## src/rtl/mult_share_pkg.sv

```systemverilog
// Shared helpers for the multiplier-sharing arbiter.
// Width helpers used by the top and its sub-modules.
package mult_share_pkg;

  localparam int MAX_REQ = 16;

  function automatic int cnt_w(input int depth);
    return $clog2(depth + 1);
  endfunction

  function automatic int ptr_w(input int depth);
    return (depth > 1) ? $clog2(depth) : 1;
  endfunction

endpackage

```

## src/rtl/mult_share_arbiter_rr_arbiter.sv

```systemverilog
// Round-robin arbiter: pointer register plus rotated
// priority encoder; pointer moves past each winner.
module rr_arbiter #(
  parameter int N  = 4,
  parameter int IW = 2
) (
  input  logic          clk,
  input  logic          rstn,
  input  logic [N-1:0]  i_req,
  input  logic          i_en,
  output logic [N-1:0]  o_grant,
  output logic [IW-1:0] o_id
);

  logic [IW-1:0] r_ptr;
  logic [IW-1:0] w_win;
  logic [IW-1:0] w_idx;
  logic          w_any;
  logic          w_take;

  // scan from the pointer downwards so the closest requester wins last
  always_comb begin
    w_any = 1'b0;
    w_win = r_ptr;
    w_idx = '0;
    for (int k = N - 1; k >= 0; k--) begin
      w_idx = IW'((int'(r_ptr) + k) % N);
      if (i_req[w_idx]) begin
        w_any = 1'b1;
        w_win = w_idx;
      end
    end
  end

  assign w_take  = i_en && w_any;
  assign o_grant = w_take ? (N'(1) << w_win) : '0;
  assign o_id    = w_win;

  // pointer advances to the slot after the winner on every accept
  always_ff @(posedge clk or negedge rstn) begin
    if (!rstn) begin
      r_ptr <= '0;
    end else if (w_take) begin
      r_ptr <= (w_win == IW'(N - 1)) ? '0 : w_win + IW'(1);
    end
  end

endmodule

```

## src/rtl/mult_share_arbiter_wide_mult.sv

```systemverilog
// Fixed-latency multiplier: registered operands, then
// LATENCY product stages; upper OUTPUT_WIDTH bits kept.
module wide_mult #(
  parameter int INPUT1_WIDTH    = 24,
  parameter int INPUT1_UNSIGNED = 1,
  parameter int INPUT2_WIDTH    = 34,
  parameter int INPUT2_UNSIGNED = 1,
  parameter int OUTPUT_WIDTH    = 58,
  parameter int LATENCY         = 6
) (
  input  logic                    clk,
  input  logic                    rstn,
  input  logic [INPUT1_WIDTH-1:0] i_din1,
  input  logic [INPUT2_WIDTH-1:0] i_din2,
  output logic [OUTPUT_WIDTH-1:0] o_dout
);

  localparam int FW = INPUT1_WIDTH + INPUT2_WIDTH;

  logic [INPUT1_WIDTH-1:0]              r_a;
  logic [INPUT2_WIDTH-1:0]              r_b;
  logic                                 w_sa;
  logic                                 w_sb;
  logic signed [FW-1:0]                 w_ax;
  logic signed [FW-1:0]                 w_bx;
  logic signed [FW-1:0]                 w_full;
  logic [LATENCY-1:0][OUTPUT_WIDTH-1:0] r_p;

  assign w_sa   = (INPUT1_UNSIGNED == 0) && r_a[INPUT1_WIDTH-1];
  assign w_sb   = (INPUT2_UNSIGNED == 0) && r_b[INPUT2_WIDTH-1];
  assign w_ax   = FW'($signed({w_sa, r_a}));
  assign w_bx   = FW'($signed({w_sb, r_b}));
  assign w_full = w_ax * w_bx;
  assign o_dout = r_p[LATENCY-1];

  // operand capture followed by the product delay stages
  always_ff @(posedge clk or negedge rstn) begin
    if (!rstn) begin
      r_a <= '0;
      r_b <= '0;
      r_p <= '0;
    end else begin
      r_a <= i_din1;
      r_b <= i_din2;
      r_p <= {r_p[LATENCY-2:0], w_full[FW-1 -: OUTPUT_WIDTH]};
    end
  end

endmodule

```

## src/rtl/mult_share_arbiter.sv

```systemverilog
// Shares one wide_mult between NUM_REQ requesters with
// a credit-protected first-word-fall-through result FIFO.
module mult_share_arbiter
  import mult_share_pkg::*;
#(
  parameter int NUM_REQ         = 4,
  parameter int INPUT1_WIDTH    = 24,
  parameter int INPUT1_UNSIGNED = 1,
  parameter int INPUT2_WIDTH    = 34,
  parameter int INPUT2_UNSIGNED = 1,
  parameter int OUTPUT_WIDTH    = INPUT1_WIDTH + INPUT2_WIDTH,
  parameter int LATENCY         = 6,
  parameter int FIFO_DEPTH      = 8,
  parameter int ID_WIDTH        = $clog2(NUM_REQ)
) (
  input  logic                            clk,
  input  logic                            rstn,
  input  logic [NUM_REQ-1:0]              req_valid,
  output logic [NUM_REQ-1:0]              req_ready,
  input  logic [NUM_REQ*INPUT1_WIDTH-1:0] req_din1,
  input  logic [NUM_REQ*INPUT2_WIDTH-1:0] req_din2,
  output logic                            res_valid,
  input  logic                            res_ready,
  output logic [OUTPUT_WIDTH-1:0]         res_data,
  output logic [ID_WIDTH-1:0]             res_id,
  output logic [cnt_w(FIFO_DEPTH)-1:0]    in_flight,
  output logic                            busy
);

  localparam int CW = cnt_w(FIFO_DEPTH);
  localparam int PW = ptr_w(FIFO_DEPTH);

  typedef struct packed {
    logic [ID_WIDTH-1:0]     id;
    logic [OUTPUT_WIDTH-1:0] product;
  } res_entry_t;

  if (LATENCY < 2) begin : g_err_lat
    $error("mult_share_arbiter: LATENCY must be >= 2");
  end
  if (FIFO_DEPTH < 1) begin : g_err_depth
    $error("mult_share_arbiter: FIFO_DEPTH must be >= 1");
  end
  if (NUM_REQ < 2 || NUM_REQ > MAX_REQ) begin : g_err_req
    $error("mult_share_arbiter: NUM_REQ must be 2..16");
  end

  logic                         w_en;
  logic                         w_acc;
  logic [NUM_REQ-1:0]           w_grant;
  logic [ID_WIDTH-1:0]          w_gid;
  logic [INPUT1_WIDTH-1:0]      w_a;
  logic [INPUT2_WIDTH-1:0]      w_b;
  logic [OUTPUT_WIDTH-1:0]      w_dout;
  logic [LATENCY:0]             r_tag_v;
  logic [LATENCY:0][ID_WIDTH-1:0] r_tag_id;
  res_entry_t                   r_mem [FIFO_DEPTH];
  res_entry_t                   w_head;
  logic [PW-1:0]                r_wp;
  logic [PW-1:0]                r_rp;
  logic [CW-1:0]                r_cnt;
  logic [CW-1:0]                r_inflight;
  logic                         w_wr;
  logic                         w_pop;

  // no credit left means no grant; reset also masks grants
  assign w_en = rstn && (r_inflight != CW'(FIFO_DEPTH));

  rr_arbiter #(
    .N  (NUM_REQ),
    .IW (ID_WIDTH)
  ) u_arb (
    .clk     (clk),
    .rstn    (rstn),
    .i_req   (req_valid),
    .i_en    (w_en),
    .o_grant (w_grant),
    .o_id    (w_gid)
  );

  assign req_ready = w_grant;
  assign w_acc     = |w_grant;

  // steer the winner's operands into the multiplier
  always_comb begin
    w_a = '0;
    w_b = '0;
    for (int i = 0; i < NUM_REQ; i++) begin
      if (w_grant[i]) begin
        w_a = req_din1[i*INPUT1_WIDTH +: INPUT1_WIDTH];
        w_b = req_din2[i*INPUT2_WIDTH +: INPUT2_WIDTH];
      end
    end
  end

  wide_mult #(
    .INPUT1_WIDTH    (INPUT1_WIDTH),
    .INPUT1_UNSIGNED (INPUT1_UNSIGNED),
    .INPUT2_WIDTH    (INPUT2_WIDTH),
    .INPUT2_UNSIGNED (INPUT2_UNSIGNED),
    .OUTPUT_WIDTH    (OUTPUT_WIDTH),
    .LATENCY         (LATENCY)
  ) u_mult (
    .clk    (clk),
    .rstn   (rstn),
    .i_din1 (w_a),
    .i_din2 (w_b),
    .o_dout (w_dout)
  );

  // tag line runs one stage past the multiplier so the
  // last tag lines up with the registered product
  always_ff @(posedge clk or negedge rstn) begin
    if (!rstn) begin
      r_tag_v  <= '0;
      r_tag_id <= '0;
    end else begin
      r_tag_v  <= {r_tag_v[LATENCY-1:0], w_acc};
      r_tag_id <= {r_tag_id[LATENCY-1:0], w_gid};
    end
  end

  assign w_wr      = r_tag_v[LATENCY];
  assign res_valid = (r_cnt != '0);
  assign w_pop     = res_valid && res_ready;
  assign w_head    = r_mem[r_rp];
  assign res_data  = w_head.product;
  assign res_id    = w_head.id;
  assign in_flight = r_inflight;
  assign busy      = (r_inflight != '0);

  // result storage needs no reset; occupancy gates the output
  always_ff @(posedge clk) begin
    if (w_wr) begin
      r_mem[r_wp] <= {r_tag_id[LATENCY], w_dout};
    end
  end

  // FIFO pointers, occupancy and issued-not-popped count
  always_ff @(posedge clk or negedge rstn) begin
    if (!rstn) begin
      r_wp       <= '0;
      r_rp       <= '0;
      r_cnt      <= '0;
      r_inflight <= '0;
    end else begin
      if (w_wr) begin
        r_wp <= (r_wp == PW'(FIFO_DEPTH - 1)) ? '0 : r_wp + PW'(1);
      end
      if (w_pop) begin
        r_rp <= (r_rp == PW'(FIFO_DEPTH - 1)) ? '0 : r_rp + PW'(1);
      end
      if (w_wr && !w_pop) begin
        r_cnt <= r_cnt + CW'(1);
      end else if (!w_wr && w_pop) begin
        r_cnt <= r_cnt - CW'(1);
      end
      if (w_acc && !w_pop) begin
        r_inflight <= r_inflight + CW'(1);
      end else if (!w_acc && w_pop) begin
        r_inflight <= r_inflight - CW'(1);
      end
    end
  end

endmodule
```

## config.mk

```make
export PLATFORM = sky130hd
export DESIGN_NAME = mult_share_arbiter
export DESIGN_NICKNAME = d
export VERILOG_FILES = /design/src/rtl/mult_share_pkg.sv /design/src/rtl/mult_share_arbiter_rr_arbiter.sv /design/src/rtl/mult_share_arbiter_wide_mult.sv /design/src/rtl/mult_share_arbiter.sv
export SDC_FILE = /design/constraint.sdc
export NUM_CORES = 2
export LEC_CHECK = 0
export CAP_MARGIN = 20
export CORE_MARGIN = 5
export CORE_UTILIZATION = 55
export DETAILED_ROUTE_END_ITERATION = 8
export PLACE_DENSITY = 0.72
export RECOVER_POWER = 100
export SYNTH_ARGS = -nofsm -noshare
export SYNTH_HDL_FRONTEND = slang
export SYNTH_HIERARCHICAL = 1
export SYNTH_SLANG_ARGS = --single-unit
```

## constraint.sdc

```tcl
create_clock -name clk -period 14 [get_ports clk]
set_clock_uncertainty 0.2 [all_clocks]
set_input_delay 4.2 -clock clk [delete_from_list [all_inputs] [get_ports clk]]
set_output_delay 4.2 -clock clk [all_outputs]
set_load 0.1 [all_outputs]
```

== Word-level counts from Yosys, hierarchy flattened ==
Memories as Yosys holds them, arrays and structs flattened.
Cells that the tools add are included.

* Add/sub/neg operators: 10
* Multipliers: 1
* Order comparisons: 4
* Equal/unequal tests: 4
* Shift-type cells: 1
* Mux-type cells: 34
* Reductions and logical operators: 15

{| class="wikitable"
|+ Operators with widths
! operator !! number
|-
| two-way mux 34 bit || 4
|-
| two-way mux 24 bit || 4
|-
| multiplier 24 x 34 -> 58 bit || 1
|-
| two-way mux 4 bit || 5
|-
| less-than comparator 2 x 3 -> 1 bit (second input constant) || 4
|-
| two-way mux 1 bit || 10
|-
| two-way mux 2 bit || 5
|-
| adder 4 x 1 -> 4 bit (second input constant) || 2
|-
| binary-select mux 1 bit (select 2 bit) || 4
|-
| nonzero test 4 bit || 2
|-
| subtractor 4 x 1 -> 4 bit (second input constant) || 2
|-
| logical AND 1 bit || 7
|-
| adder 3 x 1 -> 3 bit (second input constant) || 2
|-
| equality test 3 bit (second input constant) || 2
|-
| two-way mux 3 bit || 2
|-
| adder 2 x 1 -> 2 bit (second input constant) || 2
|-
| adder 2 bit (second input constant) || 2
|-
| != test 4 bit (second input constant) || 1
|-
| nonzero test 2 bit || 2
|-
| OR reduction 4 bit || 1
|-
| left shift 1 x 2 -> 4 bit (first input constant) || 1
|-
| logical NOT 1 bit || 3
|-
| equality test 2 bit (second input constant) || 1
|}

* Register bits after elaboration: 443
* RAM bits: 480
* Input bits: 239
* Output and inout port bits: 70
* Logic and storage cells: 91
* Memories: 1

{| class="wikitable"
|+ Memories
! memory !! depth !! bits a word !! read ports !! clocked after Yosys merged registers in !! write ports !! line !! source
|-
| r_mem || 8 || 60 || 1 || 0 || 1 || mult_share_arbiter.sv:57 || <nowiki>res_entry_t r_mem [FIFO_DEPTH];</nowiki>
|}

== Logic depth before layout (Yosys ltp) ==
* Depth after elaboration: 14
* Mapped depth: 27
* Gate-level depth less buffers: 24

== Hierarchy ==
The synthesis kept the hierarchy.

{| class="wikitable"
|+ Modules (own cells, without submodules)
! module !! instances !! cells each !! area an instance (um^2) !! seq. area each (um^2)
|-
| wide_mult || 1 || 3489 || 37030.5 || 10159.7
|-
| mult_share_arbiter || 1 || 1086 || 21172.8 || 15289.7
|-
| rr_arbiter || 1 || 28 || 252.7 || 50.0
|}

== Least setup slack after synthesis ==
No wires, ideal clock.

* Path type: in2out
* Start point: in req_valid[1]
* End point: out req_ready[2]
* Arrival time: 6760 ps
* Required time: 9600 ps
* Slack: 2840 ps
* Cell stages on the path: 4
* Buffers on the path: 0
* Cell sequence: and2b_2 -> nor3_1 -> o32a_2 -> nor3_1

* Longest elaborated chain between the ends: 8
* Elaborated cells between the ends (all ways): 19
* Those cells by class: 1 x shift; 17 x mux; 1 x reduce/logical

{| class="wikitable"
|+ RTL lines
! what !! line !! source
|-
| from (decl) || mult_share_arbiter.sv:18 || <nowiki>input logic [NUM_REQ-1:0] req_valid,</nowiki>
|-
| binary-select mux 1 bit (select 2 bit) || mult_share_arbiter_rr_arbiter.sv:28 || <nowiki>if (i_req[w_idx]) begin</nowiki>
|-
| two-way mux 1 bit (implied by the code) || mult_share_arbiter_rr_arbiter.sv:28 ||
|-
| two-way mux 2 bit (3 in a row) || mult_share_arbiter_rr_arbiter.sv:28 ||
|-
| two-way mux 2 bit (*) || mult_share_arbiter_rr_arbiter.sv:28 ||
|-
| via w_gid[0] || mult_share_arbiter.sv:51 || <nowiki>logic [ID_WIDTH-1:0] w_gid;</nowiki>
|-
| left shift 1 x 2 -> 4 bit (*) || mult_share_arbiter_rr_arbiter.sv:36 || <nowiki>assign o_grant = w_take ? (N'(1) << w_win) : '0;</nowiki>
|-
| two-way mux 4 bit (*) || mult_share_arbiter_rr_arbiter.sv:36 ||
|-
| to (decl) || mult_share_arbiter.sv:19 || <nowiki>output logic [NUM_REQ-1:0] req_ready,</nowiki>
|}

The timed path passes the listed nets; every way through them passes the cells marked *. The select of a mux whose other input is x is not followed.

== Worst setup path in the final report ==
* Start point: in req_valid[1]
* End point: out req_ready[3]

The elaborated chain is that of the path after synthesis.

==> impl_metrics.ini <==
[worst_setup_path]
path_class = primary input to output port
crit_fanout = 38
cp_top_family = buffers and inverters
r2r_cells = 22
rr_startpoint = u_mult/r_a[0]
worstReg2RegEnd = u_mult/r_p[57]
cp-end-kind = output port
r2r_setup_slack_ns = 5.08
critical_path_arrival_ns = 7.33
cp_common_cell = dlygate4sd3_1
cp_num_buf_inv = 2
crit_chain = dlygate4sd3_1 -> and2b_2 -> nor3_1 -> o32a_2 -> and3b_4 -> dlygate4sd3_1
startpoint_type = primary input
cp_slowest_stage_delay_ns = 1.27
cp_slowest_cell = dlygate4sd3_1
critPathRequiredTime_ns = 9.60

[yosys]
yosys_most_used_dff = edfxtp_1
synth_top_cell_area_share = 0.2466
synth_area_sq_mm = 0.05846
yosysSeqAreaShare = 0.4362
muxShareOfSynthArea = 0.05927
synth_top_family_by_area = adder cells
yosys-top-cells-area = edfxtp_1, fa_1, dfrtp_1, inv_1, and2_1
synth_xor_area_frac = 0.008091
synth_compound_gate_area_share = 0.04048
synthAdderAreaFrac = 0.2828
synth_edf_count = 480
synthCells = 4603
yosys.area_share.simple = 0.09876
synth.distinct_cells = 73
ys_warn_count = 6
ys_async_sr_fraction = 0.4800
syn_nets = 5741
syn_avg_cell_area_sq_um = 12.70
ys_ff_latch = 923
synth_top_area_cell = edfxtp_1
synth_common_cells = inv_1, fa_1, nand2_1
synth.most_common_cell = inv_1

[global_route]
antenna_found_initial = 2
grt_max_degree = 107
grt_overflow = 0
grt_pass1_wl_mm = 216.9
grt_pass1_vias = 38400
grt_use_total = 0.2504

[min_path]
hp-class = register to register
hold-path-cell-count = 0
worstHoldStart = u_mult/r_p[228]
min_to = u_mult/r_p[286]

[finish]
syn2layout_area_growth_pct = 11.65
layout-drive-gt1-share = 0.08270
stdcell_area_sq_mm = 0.06527
final_util = 0.6192
num-nets-final = 5913
diodes = 0
fillCellCount = 8085

[clocking]
cts.path.max_buffers = 3
cts_root_buf = clkbuf_16
cts-resized-gates = 0
cts_made_buffers = 88
clock_latency_ns = 0.66
htreeDepth = 3
clk_pin_slew_worst_paths_ns = 0.06
cts_tree = built
clock_sinks = 923
postCtsSetupBuffers = 0
holdBufCountCts = 0

[sta]
tns_ns = 0
min_period_ns = 11.73
setup_viol = 0
fin_crit_sh = 0.8381
max_freq_mhz = 85.23
drv_slew = 1026
max_slew_margin = -2.041
final.setup.worst_slack_ns = 2.267
rsz0062_at_grt = no
hold_viol = 0
worstMarginPinSlew_ns = 4.561

[die]
start_util = 0.5545
die_y_um = 336.0
io-pin-count = 309
dieArea_sq_mm = 0.1129
std_cell_rows = 119
coreArea_sq_mm = 0.1054
die_w_um = 336.0

[routing]
routed_via_density = 5.563
drcViolationCount = 0
top_layer = met4
wl_mm = 137.7
wire_per_inst_um = 22.07
drt_iter0_drc = 2315
vias = 34710
dr_wl_met2_mm = 65.46
ant_nets = 0
route.met3.wl_mm = 12.74
first_pass_iters = 5
wl_met1_mm = 53.93

[placed_design]
place_hpwl_mm = 88.72
place_congestion = 0.8792
portBuffers = 308
pre_cts_slack_ns = 2.376
dpl_cell_area_sq_mm = 0.06246

[status]
failed_checks = capacitance limit, slew limit
status = finished, violations left

[job]
maxCapViolations = 21
cell families after synthesis:
family / count (synthesis)
xor gates and xnor gates: 54
AOI/OAI and AO/OA: 330
muxes: 188
buffers and inverters: 1074
and+or+nand+nor: 1135
adders and majority gates: 899
DFF: 923
worst reg2reg max path, stage by stage (launching register included):
cell and delay [ns]:
dfrtp_1 0.32, clkbuf_1 1.43, and2_1 0.32, fa_1 0.42
fa_1 0.56, inv_1 0.06, fa_1 0.48, fa_1 0.55
inv_1 0.05, fa_1 0.47, fa_1 0.52, inv_1 0.05
fa_1 0.55, inv_1 0.07, ha_1 0.44, nand2_1 0.15
nor4_1 0.56, and4_1 0.27, o21a_1 0.24, nor3_1 0.14
nor3_1 0.48, nor4_1 0.10, or3b_1 0.36
layout by cell type (no fill, tap or decap), types with 9 or more instances in the layout:
cell,count
o31ai_1,60
nand3_1,16
a221oi_1,58
and2_1,430
mux4_2,120
nor3_1,16
clkbuf_16,89
a21oi_1,70
xnor2_1,35
nor2_1,34
edfxtp_1,480
inv_1,776
dfrtp_1,433
ha_1,195
xor2_1,19
a21o_1,27
and2_0,10
dfrtp_2,9
nand2b_1,9
nor2b_1,64
o21ai_0,38
clkdlybuf4s50_1,237
clkbuf_1,38
o21bai_1,11
clkinv_2,18
buf_4,49
nand2_1,499
mux2_2,65
nand4_1,16
dlygate4sd3_1,70
fa_1,704
registers in the layout (all words and copies together) (netlist names):
name and count:
u_mult/r_p 290, r_cnt 4, r_tag_v 7, r_mem 480, u_mult/o_dout 58, u_mult/r_b 34
r_rp 3, u_arb/r_ptr 2, r_tag_id 14, in_flight 4, u_mult/r_a 24, r_wp 3
per-stage QoR:
step	instances	hold slack, ns
floorplan	4603	0.1312
global placement	6072	0.1311
detailed placement	6072	0.1347
CTS	6236	0.1359
global route	6240	0.1304
finish	6240	0.1353
final cells by class:
class	instances	area (sq um)	area share
clock buffer	116	2409	0.03690
clock inverter	48	501.7	0.007687
inverter	776	2913	0.04463
multi-input combinational	2606	28580	0.4378
sequential	923	25510	0.3909
tap	1391	1740	0.02667
timing repair buffer	380	3615	0.05538
layer usage:
layer | track usage | vias up
li1 | - | 15020
met1 | 0.3315 | 17850
met2 | 0.4088 | 1541
met3 | 0.06132 | 308
met4 | 0.09261 | 0
met5 | 0 | -
worst max-delay path by stage:
| stage | startpoint | end | slack, ns | depth (start not counted) |
|---|---|---|---|---|
| after detailed placement | req_valid[1] | req_ready[3] | 2.38 | 6 |
| after floorplan | req_valid[1] | req_ready[2] | 2.84 | 4 |
| after CTS | req_valid[1] | req_ready[3] | 2.37 | 6 |
| final | req_valid[1] | req_ready[3] | 2.27 | 6 |
| after global placement | req_valid[1] | req_ready[3] | 2.34 | 6 |
| after global routing | rstn | u_mult/o_dout[14] | 1.24 | 4 |
Power is not shown: default switching activity piles up to over one toggle a cycle in this logic, so the estimate is an artifact.
